==> config.mk <==
export PLATFORM = sky130hd
export DESIGN_NAME = gf180mcu_osu_sc_12t_cell_bist
export DESIGN_NICKNAME = d
export VERILOG_FILES = /design/src/rtl/gf180mcu_osu_sc_bist_pkg.sv /design/src/rtl/gf180mcu_osu_sc_12T_galois16.sv /design/src/rtl/gf180mcu_osu_sc_12t_cell_bist.sv
export SDC_FILE = /design/constraint.sdc
export NUM_CORES = 1
export LEC_CHECK = 0
export BUFFER_PORTS_ARGS = -buffer_cell sky130_fd_sc_hd__buf_4
export CAP_MARGIN = 20
export CELL_PAD_IN_SITES_DETAIL_PLACEMENT = 0
export CELL_PAD_IN_SITES_GLOBAL_PLACEMENT = 2
export CORE_UTILIZATION = 30
export DETAILED_ROUTE_END_ITERATION = 7
export PLACE_DENSITY_LB_ADDON = 0.1
export SLEW_MARGIN = 20
export SYNTH_ARGS = -nofsm -noshare
export SYNTH_HDL_FRONTEND = slang
export SYNTH_SLANG_ARGS = --single-unit
==> constraint.sdc <==
create_clock -name CLK -period 2.5 [get_ports CLK]
set_clock_uncertainty 0.15 [all_clocks]
set_input_delay 0.75 -clock CLK [delete_from_list [all_inputs] [get_ports CLK]]
set_output_delay 0.75 -clock CLK [all_outputs]
set_load 0.02 [all_outputs]
==> src/rtl/gf180mcu_osu_sc_bist_pkg.sv <==
// rtl/gf180mcu_osu_sc_bist_pkg.sv - shared states, polynomial and seed for the 12T cell BIST
package gf180mcu_osu_sc_bist_pkg;

  typedef enum logic [2:0] {
    ST_IDLE  = 3'd0,
    ST_SEED  = 3'd1,
    ST_RUN   = 3'd2,
    ST_FLUSH = 3'd3,
    ST_DONE  = 3'd4
  } state_t;

  // x^16+x^5+x^3+x^2+1, maximal length
  localparam logic [15:0] POLY         = 16'h002D;
  localparam logic [15:0] DEFAULT_SEED = 16'hACE1;

  function automatic logic [15:0] galois_step(input logic [15:0] s);
    return {s[14:0], 1'b0} ^ (s[15] ? POLY : 16'h0000);
  endfunction

endpackage

==> src/rtl/gf180mcu_osu_sc_12T_galois16.sv <==
// rtl/gf180mcu_osu_sc_12T_galois16.sv - 16-bit left-shifting Galois register with load and XOR-in
module gf180mcu_osu_sc_12T_galois16
  import gf180mcu_osu_sc_bist_pkg::*;
#(
  parameter logic [15:0] RST_VAL = 16'h0000,
  parameter int          TAP_W   = 16
) (
  input  logic             i_clk,
  input  logic             i_rst,
  input  logic             i_en,
  input  logic             i_load,
  input  logic [15:0]      i_load_val,
  input  logic [15:0]      i_xor_in,
  output logic [TAP_W-1:0] o_tap
);

  logic [15:0] r_q;

  always_ff @(posedge i_clk) begin
    if (i_rst) begin
      r_q <= RST_VAL;
    end else if (i_load) begin
      r_q <= i_load_val;
    end else if (i_en) begin
      r_q <= galois_step(r_q) ^ i_xor_in;
    end
  end

  assign o_tap = r_q[TAP_W-1:0];

endmodule

==> src/rtl/gf180mcu_osu_sc_12t_cell_bist.sv <==
// rtl/gf180mcu_osu_sc_12t_cell_bist.sv - LFSR stimulus, MISR compaction and golden compare for a CUT bank
module gf180mcu_osu_sc_12t_cell_bist
  import gf180mcu_osu_sc_bist_pkg::*;
#(
  parameter int          N_IN     = 8,
  parameter int          N_OUT    = 8,
  parameter int          PATTERNS = 256,
  parameter int          LAT      = 0,
  parameter logic [15:0] SEED     = DEFAULT_SEED
) (
  input  logic             CLK,
  input  logic             RST,
  input  logic             START,
  output logic [N_IN-1:0]  STIM,
  input  logic [N_OUT-1:0] RESP,
  input  logic [15:0]      GOLDEN,
  output logic             BUSY,
  output logic             DONE,
  output logic [15:0]      SIG,
  output logic             PASS
);

  localparam logic [15:0] LAST_PAT   = 16'(PATTERNS - 1);
  localparam logic [15:0] LAST_FLUSH = (LAT > 0) ? 16'(LAT - 1) : 16'd0;

  state_t          r_state;
  state_t          w_state_next;
  logic [15:0]     r_cnt;
  logic            r_stim_on;
  logic            w_run;
  logic            w_last;
  logic            w_cap;
  logic [N_IN-1:0] w_lfsr_tap;
  logic [15:0]     w_resp_ext;
  logic [15:0]     w_sig;

  assign w_run  = (r_state == ST_RUN);
  assign w_last = w_run && (r_cnt == LAST_PAT);

  always_comb begin
    w_state_next = r_state;
    case (r_state)
      ST_IDLE:  if (START) w_state_next = ST_SEED;
      ST_SEED:  w_state_next = ST_RUN;
      ST_RUN:   if (w_last) w_state_next = (LAT > 0) ? ST_FLUSH : ST_DONE;
      ST_FLUSH: if (r_cnt == LAST_FLUSH) w_state_next = ST_DONE;
      ST_DONE:  if (START) w_state_next = ST_SEED;
      default:  w_state_next = ST_IDLE;
    endcase
  end

  // r_cnt counts patterns in RUN, then is reused to time the FLUSH window
  always_ff @(posedge CLK) begin
    if (RST) begin
      r_state   <= ST_IDLE;
      r_cnt     <= 16'd0;
      r_stim_on <= 1'b0;
    end else begin
      r_state   <= w_state_next;
      r_stim_on <= (w_state_next == ST_RUN) || (w_state_next == ST_FLUSH);
      if ((w_run && !w_last) || (r_state == ST_FLUSH)) begin
        r_cnt <= r_cnt + 16'd1;
      end else begin
        r_cnt <= 16'd0;
      end
    end
  end

  generate
    if (LAT == 0) begin : g_nodly
      assign w_cap = w_run;
    end else begin : g_dly
      logic [LAT-1:0] r_dly;
      always_ff @(posedge CLK) begin
        if (RST) begin
          r_dly <= '0;
        end else begin
          r_dly[0] <= w_run;
          for (int k = 1; k < LAT; k++) begin
            r_dly[k] <= r_dly[k-1];
          end
        end
      end
      assign w_cap = r_dly[LAT-1];
    end
  endgenerate

  always_comb begin
    w_resp_ext            = 16'h0000;
    w_resp_ext[N_OUT-1:0] = RESP;
  end

  // LFSR stays on the last pattern so FLUSH keeps presenting it
  gf180mcu_osu_sc_12T_galois16 #(
    .RST_VAL (SEED),
    .TAP_W   (N_IN)
  ) u_lfsr (
    .i_clk      (CLK),
    .i_rst      (RST),
    .i_en       (w_run && !w_last),
    .i_load     (r_state == ST_SEED),
    .i_load_val (SEED),
    .i_xor_in   (16'h0000),
    .o_tap      (w_lfsr_tap)
  );

  gf180mcu_osu_sc_12T_galois16 #(
    .RST_VAL (16'h0000),
    .TAP_W   (16)
  ) u_misr (
    .i_clk      (CLK),
    .i_rst      (RST),
    .i_en       (w_cap),
    .i_load     (r_state == ST_SEED),
    .i_load_val (16'h0000),
    .i_xor_in   (w_resp_ext),
    .o_tap      (w_sig)
  );

  assign STIM = r_stim_on ? w_lfsr_tap : '0;
  assign BUSY = (r_state == ST_SEED) || (r_state == ST_RUN) || (r_state == ST_FLUSH);
  assign DONE = (r_state == ST_DONE);
  assign SIG  = w_sig;
  assign PASS = DONE && (w_sig == GOLDEN);

endmodule
## Yosys cells after proc, flatten, opt, wreduce, memory -nomap -nowiden

Index checks and enable logic that the tools add are counted.

- Register bits: 52
- Bits of input ports: 27
- Output and inout port bits: 27
- Word-level logic and storage cells: 38

- Add/subtract/negate cells: 1
- Equality and inequality tests: 8
- Mux-type cells: 7
- Bitwise gates (word level): 4
- Reductions and logical operators: 13

Operators with widths:

| operator | count |
|---|---|
| XOR 16 bit | 2 |
| adder 16 x 1 -> 16 bit (second input constant) | 1 |
| equality test 16 bit | 1 |
| equality test 16 x 8 -> 1 bit (second input constant) | 1 |
| logical NOT 16 bit | 1 |
| XOR 16 x 8 -> 16 bit | 1 |
| equality test 3 x 2 -> 1 bit (second input constant) | 4 |
| two-way mux 6 bit | 2 |
| case mux 3 bit (4 select lines) | 1 |
| two-way mux 3 bit | 3 |
| two-way mux 8 bit | 1 |
| OR reduction 2 bit | 3 |
| logical OR 1 bit | 4 |
| equality test 3 x 1 -> 1 bit (second input constant) | 1 |
| equality test 3 bit (second input constant) | 1 |
| logical AND 1 bit | 3 |
| logical NOT 3 bit | 1 |
| logical NOT 1 bit | 1 |
| inverter 1 bit | 1 |

## Logic depth before layout (Yosys ltp)

Gate-level depths: netlist of run 1.

- Depth in word-level cells: 7
- Mapped depth: 7
- Gate-level depth less buffers: 6

## Modules after synthesis

Synthesis of run 1 repeated with hierarchy kept, for this count alone.

- Cells, all modules: 363
- Area total of the unflattened synthesis: 3052.9 sq um

By module, submodules not included:

| module | instances | cells an instance | area an instance (sq um) | sequential area each (sq um) |
|---|---|---|---|---|
| gf180mcu_osu_sc_12t_cell_bist | 1 | 147 | 1196.1 | 400.4 |
| gf180mcu_osu_sc_12T_galois16 at u_lfsr | 1 | 109 | 957.2 | 320.3 |
| gf180mcu_osu_sc_12T_galois16 at u_misr | 1 | 107 | 899.6 | 320.3 |

## Least setup slack after synthesis of run 1

No wires, ideal clock.

- Kind: input-to-output
- Start point: input port GOLDEN[6]
- End point: output port PASS
- Arrival time: 1484 ps
- Required time: 1600 ps
- Path slack: 116 ps
- Stages: 4
- Buffers on the path: 0
- Path through: xnor2_1 -> nand4_1 -> nor4_1 -> and3_1

- Cells in the longest elaborated chain, start to end: 2

Ends and longest elaborated chain:

| what | RTL line | source |
|---|---|---|
| start, declared | gf180mcu_osu_sc_12t_cell_bist.sv:16 | `input logic [15:0] GOLDEN,` |
| equality test 16 bit | gf180mcu_osu_sc_12t_cell_bist.sv:124 | `assign PASS = DONE && (w_sig == GOLDEN);` |
| logical AND 1 bit | gf180mcu_osu_sc_12t_cell_bist.sv:124 |  |
| end, declared | gf180mcu_osu_sc_12t_cell_bist.sv:20 | `output logic PASS` |

No other way between the ends.

## Final worst setup path of run 1

- Start point: input port GOLDEN[1]
- End point: output port PASS

Same word-level chain as after synthesis.

==> results.py, run 1 <==
metrics = {
    "run_status": {
        "outcome": "complete, but fails checks",
        "failed_checks": "setup timing",
    },
    "finish": {
        "mostFrequentLayoutCell": "sky130_fd_sc_hd__buf_4",
        "diodes": 0,
        "final_net_count": 377,
        "final_core_utilization_pct": 40.74,
        "synthToLayoutAreaGrowth_pct": 28.21,
        "most-common-layout-cells": "sky130_fd_sc_hd__buf_4 (65), sky130_fd_sc_hd__dfxtp_1 (52), sky130_fd_sc_hd__nor2_1 (33)",
        "layout.filler_cells": 805,
        "drive_gt1_share_pct": 25.21,
        "stdcell_area_um2": 3213,
    },
    "clocking": {
        "cts.sinks": 52,
        "htree_num_levels": 2,
        "post_cts_buffers": 0,
        "clkLatencyLatePin_ns": 0.30,
        "cts_made_buffers": 5,
        "tritoncts": "yes",
        "postCtsHoldBufs": 0,
        "clk_transition_reported_paths_ns": 0.10,
        "clk_root_buffer_cell": "sky130_fd_sc_hd__clkbuf_8",
        "clk_path_buf_depth": 2,
    },
    "sta": {
        "fmaxAchievable_ghz": 0.3846,
        "final.min_clock_period_ns": 2.600,
        "fin_tns_setup_ns": -0.1002,
        "timing_max_transition_violations_final": 0,
        "final_min_period_over_clock_period_pct": 104.0,
        "grt_setup_unrepaired": "yes",
        "setup_ws_ns": -0.1002,
        "hold_viol": 0,
        "final-setup-viol-count": 1,
        "finalHoldWorstSlack_ns": 0.3156,
        "timing.max_slew.rel_slack_pct": 35.07,
        "worst_slew_pin_slew_ns": 0.9703,
    },
    "setup_path": {
        "startpoint_type": "input port",
        "timing_worst_setup_path_type": "input port to primary output",
        "arrival_ns": 1.70,
        "required_ns": 1.60,
        "path_max_fanout": 1,
        "crit_path_end_kind": "primary output",
    },
    "worst_hold_path": {
        "worst_hold_path_type": "register to register",
    },
    "power": {
        "power.density_nw_per_um2": 539.6,
        "design_power_total_mw": 1.734,
        "power.leakage_nw": 1.162,
        "peakVddDrop_mv": 0.2101,
    },
    "place": {
        "placed_area_um2": 3033,
        "port-buffer-count": 53,
        "hpwl_um": 4258,
        "globalplace.congestion": 0.7192,
    },
    "detailed_routing": {
        "number_of_optimization_iterations_in_the_first_detailed_route_pass": 4,
        "dr_vias": 2100,
        "drc": 0,
        "wl_per_cell_um": 13.10,
        "detail-route-antenna-nets": 0,
        "drt_wl_total_um": 5908,
        "drt_iter0_markers": 63,
        "vias_per_cell": 4.656,
    },
    "logic_synthesis": {
        "post_synth_inst_count": 293,
        "postSynthRegisterBits": 52,
        "synthDominantAreaCellType": "sky130_fd_sc_hd__dfxtp_1",
        "synth_async_sr_flop_share_pct": 0,
        "synth_seq_area_share_pct": 41.54,
        "synth_area_per_cell_um2": 8.553,
        "post_synth_main_area_contributors": "sky130_fd_sc_hd__dfxtp_1 (42%), sky130_fd_sc_hd__xnor2_1 (12%), sky130_fd_sc_hd__nor2_1 (4.9%)",
        "synth_edf_count": 0,
        "synthesized_cell_area_um2": 2506,
        "synth.lib_cells_used.distinct": 41,
        "synth.top_cell.area_share_pct": 41.54,
        "dominant_register_cell_in_the_synthesized_netlist": "sky130_fd_sc_hd__dfxtp_1",
        "synth.yosys.warnings": 0,
        "syn_nets": 322,
    },
    "floorplan": {
        "floorplan.initialDensity_pct": 31.77,
        "floorplan.die.height_um": 93.40,
        "dieArea_um2": 8724,
        "placeableCoreArea_um2": 7888,
        "floorplan.die.width_um": 93.40,
        "design.portCount": 54,
        "num_rows": 32,
    },
    "global_route": {
        "grt_start_max_net_pins": 33,
        "grt_remaining_overflow": 0,
        "first_global_vias": 2017,
        "antenna_violations_before_repair": 0,
        "grtUsageTotal_pct": 14.52,
        "grt_pass1_wl_um": 9880,
    },
    "job": {
        "max_cap_viol_count": 0,
    },
}
==> path summary, 6_finish.rpt <==
kind,slack [ns],to,cells after the start,start
setup / recovery,-0.10,PASS,6,GOLDEN[1]
hold / removal,0.32,u_lfsr.r_q[14],2,u_lfsr.r_q[13]
setup reg to reg,0.25,u_lfsr.r_q[8],5,r_cnt[0]
hold reg to reg,0.32,u_lfsr.r_q[14],2,u_lfsr.r_q[13]
==> kinds of logic after synthesis <==
logic type	synth area share (%)
AND/OR/NAND/NOR	24.91
buffers and inverters	4.992
adder cells (fa/ha/maj)	0.9983
flip-flops	41.54
XOR/XNOR	14.33
AO/OA/AOI/OAI	11.23
multiplexers	1.997
==> report_power, final <==
part	total [mW]	switching [mW]	internal (mW)
clock	0.609	0.281	0.328
sequential	0.881	0.0277	0.853
combinational	0.245	0.124	0.120
total	1.73	0.433	1.30
==> routing by layer <==
metal	share of wire [%]	global-route usage, %	vias to the layer above
met1	53	20.97	943
met5	0	0	-
met2	42	21.38	47
met4	0.86	3.462	0
met3	4.3	3.740	5
li1	-	-	1105
==> cell usage after synthesis, drive strengths merged (2+ instances only) <==
cell    number
and2         9
nor4         5
nand2       30
buf         13
clkbuf       6
a21oi       24
a211oi      10
nand4        9
o21ai        8
mux2i        5
nand3       16
ha           2
and4         2
or4          2
inv          5
dfxtp       52
xnor2       34
nand2b       2
xor2         7
nor3         3
and3         4
nor2        33
==> critical path: stages <==
cell                      delay, ns
sky130_fd_sc_hd__buf_8         0.10
sky130_fd_sc_hd__xnor2_4       0.13
sky130_fd_sc_hd__nand4_1       0.12
sky130_fd_sc_hd__nor4_2        0.27
sky130_fd_sc_hd__and3_1        0.20
sky130_fd_sc_hd__buf_6         0.12
==> repair_timing <==
item	in CTS	in global routing
pin swaps	5	4
resized for setup	7	2
hold endpoints to repair	0	0
endpoints found under the setup margin	1	1
==> flip-flops by register name (all words and copies together), names as in the netlist <==
signal / cells
r_state: 3
u_misr.o_tap: 16
r_stim_on: 1
r_cnt: 16
u_lfsr.r_q: 16
==> final cells by class <==
cell class              count  area, µm²  area share (%)
well taps                 102      127.6           3.972
clock inverters             2      38.79           1.207
multi-input cells         217       1390           43.26
clock buffers               6      82.58           2.570
repair buffers             67      514.2           16.00
flip-flops and latches     52       1041           32.40
inverters                   5      18.77          0.5841
==> stage by stage <==
step	setup slack, ns	instances
4_1_cts	-0.1339	451
6_report	-0.1002	451
3_3_place_gp	-0.2336	443
5_1_grt	-0.1780	451
2_1_floorplan	0.1156	293
3_5_place_dp	-0.2004	443
(Power assumes the default switching activity.)
==> inputs of run 2 (changes only) <==
==> constraint.sdc (replaced) <==
create_clock -name CLK -period 2.5 [get_ports CLK]
set_clock_uncertainty 0.15 [all_clocks]
set_input_delay 0.75 -clock CLK [delete_from_list [all_inputs] [get_ports CLK]]
set_output_delay 0.75 -clock CLK [all_outputs]
set_load 0.005 [all_outputs]
==> run 2 against run 1 <==
Net effect: register-to-register slack about the same; first-iteration DRC count shrank 30%; sequential power hardly changed; hold slack gained 0.0083 ns; via count is 1.9% higher; final cell count down 0.22%; critical path depth is the same; the flow still finishes with violations (setup timing); cell area down 0.90%; combinational power fell by 8%; fmax rose by 0.47%; sequential share of layout area up 0.29 points; total power shrank 7.0%.
==> results.py, run 2 (synthesized netlist as in run 1, its figures left out) <==
metrics = {
    "floorplan": {
        "floorplan.die.width_um": 93.40,
        "placeableCoreArea_um2": 7888,
        "floorplan.die.height_um": 93.40,
        "num_rows": 32,
        "floorplan.initialDensity_pct": 31.77,
        "dieArea_um2": 8724,
        "design.portCount": 54,
    },
    "detailed_routing": {
        "vias_per_cell": 4.753,
        "wl_per_cell_um": 13.12,
        "dr_vias": 2139,
        "number_of_optimization_iterations_in_the_first_detailed_route_pass": 4,
        "detail-route-antenna-nets": 0,
        "drt_iter0_markers": 44,
        "drt_wl_total_um": 5903,
        "drc": 0,
    },
    "global_route": {
        "global_route.usage.met3_pct": 3.902,
        "grtUsageTotal_pct": 14.56,
        "grt_remaining_overflow": 0,
        "global_route.peak_usage_layer": "met1",
        "antenna_violations_before_repair": 0,
        "grt_pass1_wl_um": 9929,
        "first_global_vias": 1982,
        "use_met1_pct": 21.68,
        "grt.met2_usage_pct": 20.34,
        "grt_start_max_net_pins": 33,
    },
    "worst_hold_path": {
        "worst_hold_path_type": "register to register",
    },
    "power": {
        "power_frac_clock_pct": 31.4,
        "comb_power_share_pct": 14.0,
        "cell_internal_pwr_mw": 1.179,
        "peakVddDrop_mv": 0.2109,
        "power.density_nw_per_um2": 506.4,
        "seq_power_share_pct": 54.6,
        "design_power_total_mw": 1.612,
        "power.leakage_nw": 1.153,
        "power_switching_uw": 433.4,
        "power.share.switching_pct": 26.88,
    },
    "sta": {
        "hold_viol": 0,
        "grt_setup_unrepaired": "yes",
        "setup_ws_ns": -0.08792,
        "worst_slew_pin_slew_ns": 0.9424,
        "timing_max_transition_violations_final": 0,
        "final-setup-viol-count": 1,
        "final.min_clock_period_ns": 2.588,
        "final_min_period_over_clock_period_pct": 103.5,
        "fmaxAchievable_ghz": 0.3864,
        "timing.max_slew.rel_slack_pct": 36.94,
    },
    "finish": {
        "diodes": 0,
        "most-common-layout-cells": "sky130_fd_sc_hd__buf_4 (65), sky130_fd_sc_hd__dfxtp_1 (52), sky130_fd_sc_hd__nor2_1 (33)",
        "final_net_count": 376,
        "fin_cells": 450,
        "drive_gt1_share_pct": 25.86,
        "synthToLayoutAreaGrowth_pct": 27.06,
        "final_core_utilization_pct": 40.37,
        "mostFrequentLayoutCell": "sky130_fd_sc_hd__buf_4",
    },
    "clocking": {
        "postCtsHoldBufs": 0,
        "tritoncts": "yes",
        "clkLatencyLatePin_ns": 0.30,
        "cts_made_buffers": 5,
        "cts.sinks": 52,
        "clk_path_buf_depth": 2,
        "clk_root_buffer_cell": "sky130_fd_sc_hd__clkbuf_8",
        "htree_num_levels": 2,
        "clk_transition_reported_paths_ns": 0.11,
    },
    "job": {
        "max_cap_viol_count": 0,
    },
    "place": {
        "post-place-ws_ns": -0.2159,
        "port-buffer-count": 53,
        "hpwl_um": 4259,
        "globalplace.congestion": 0.7181,
        "numPlacedInstances": 442,
    },
    "setup_path": {
        "crit_path_end_kind": "primary output",
        "path_max_fanout": 1,
        "startpoint_type": "input port",
        "required_ns": 1.60,
        "timing_worst_setup_path_type": "input port to primary output",
        "arrival_ns": 1.69,
    },
    "run_status": {
        "outcome": "complete, but fails checks",
        "failed_checks": "setup timing",
    },
}
-- run 2: cell types whose count changed in the layout (fill, tap and decap cells not counted) --
cell                         delta
sky130_fd_sc_hd__bufinv_16      -1
sky130_fd_sc_hd__xnor2_1        -3
sky130_fd_sc_hd__xnor2_4        -1
sky130_fd_sc_hd__clkinvlp_4     +1
sky130_fd_sc_hd__buf_8          -1
sky130_fd_sc_hd__inv_8          +1
sky130_fd_sc_hd__clkbuf_8       -1
sky130_fd_sc_hd__xnor2_2        +4
-- run 2: layer usage --
| metal | routed length, µm | up-vias |
|---|---|---|
| met5 | 0 | - |
| met4 | 52 | 0 |
| met3 | 299 | 5 |
| met1 | 3163 | 975 |
| met2 | 2388 | 50 |
| li1 | - | 1109 |
-- run 2: area by class of cell --
class / count / area (µm²)
fillers: 836 / 4703
repair buffers: 66 / 499.2
well taps: 102 / 127.6
clock buffers: 5 / 68.82
clock inverters: 3 / 27.53
flip-flops and latches: 52 / 1041
inverters: 5 / 18.77
multi-input cells: 217 / 1401
-- run 2: timing repair --
action | CTS | global route
setup endpoints to repair | 1 | 1
resized for setup | 8 | 1
buffers inserted | 0 | 0
pin swaps | 5 | 1
-- run 2: through the flow --
step / TNS [ns] / area, µm² / hold WS (ns)
finish: -0.08792 / 3184 / 0.3240
global route: -0.1472 / 3184 / 0.3428
CTS: -0.1165 / 3177 / 0.3246
detailed placement: -0.2159 / 3025 / 0.3040
global placement: -0.2068 / 3025 / 0.3001
floorplan: 0 / 2506 / 0.2851
-- run 2: power by group through the flow --
stage	Combinational (mW)	Clock [mW]	Sequential (mW)
after floorplan	0.129	0	0.892
after global placement	0.220	0	0.898
after detailed placement	0.220	0	0.898
after CTS	0.229	0.542	0.880
after global routing	0.251	0.571	0.885
final	0.226	0.506	0.880
-- run 2: worst paths after layout --
kind                                startpoint        endpoint  slack (ns)  cells past startpoint
worst max-delay path                 GOLDEN[5]            PASS       -0.09                      6
worst min-delay path            u_lfsr.r_q[11]  u_lfsr.r_q[12]        0.32                      2
worst max register to register        r_cnt[0]   u_lfsr.r_q[8]        0.25                      5
worst min register to register  u_lfsr.r_q[11]  u_lfsr.r_q[12]        0.32                      2
-- run 2: worst max-delay path: stages --
cell                      delay, ns
sky130_fd_sc_hd__buf_4         0.12
sky130_fd_sc_hd__xnor2_2       0.11
sky130_fd_sc_hd__nand4_1       0.12
sky130_fd_sc_hd__nor4_2        0.30
sky130_fd_sc_hd__and3_1        0.19
sky130_fd_sc_hd__buf_4         0.10
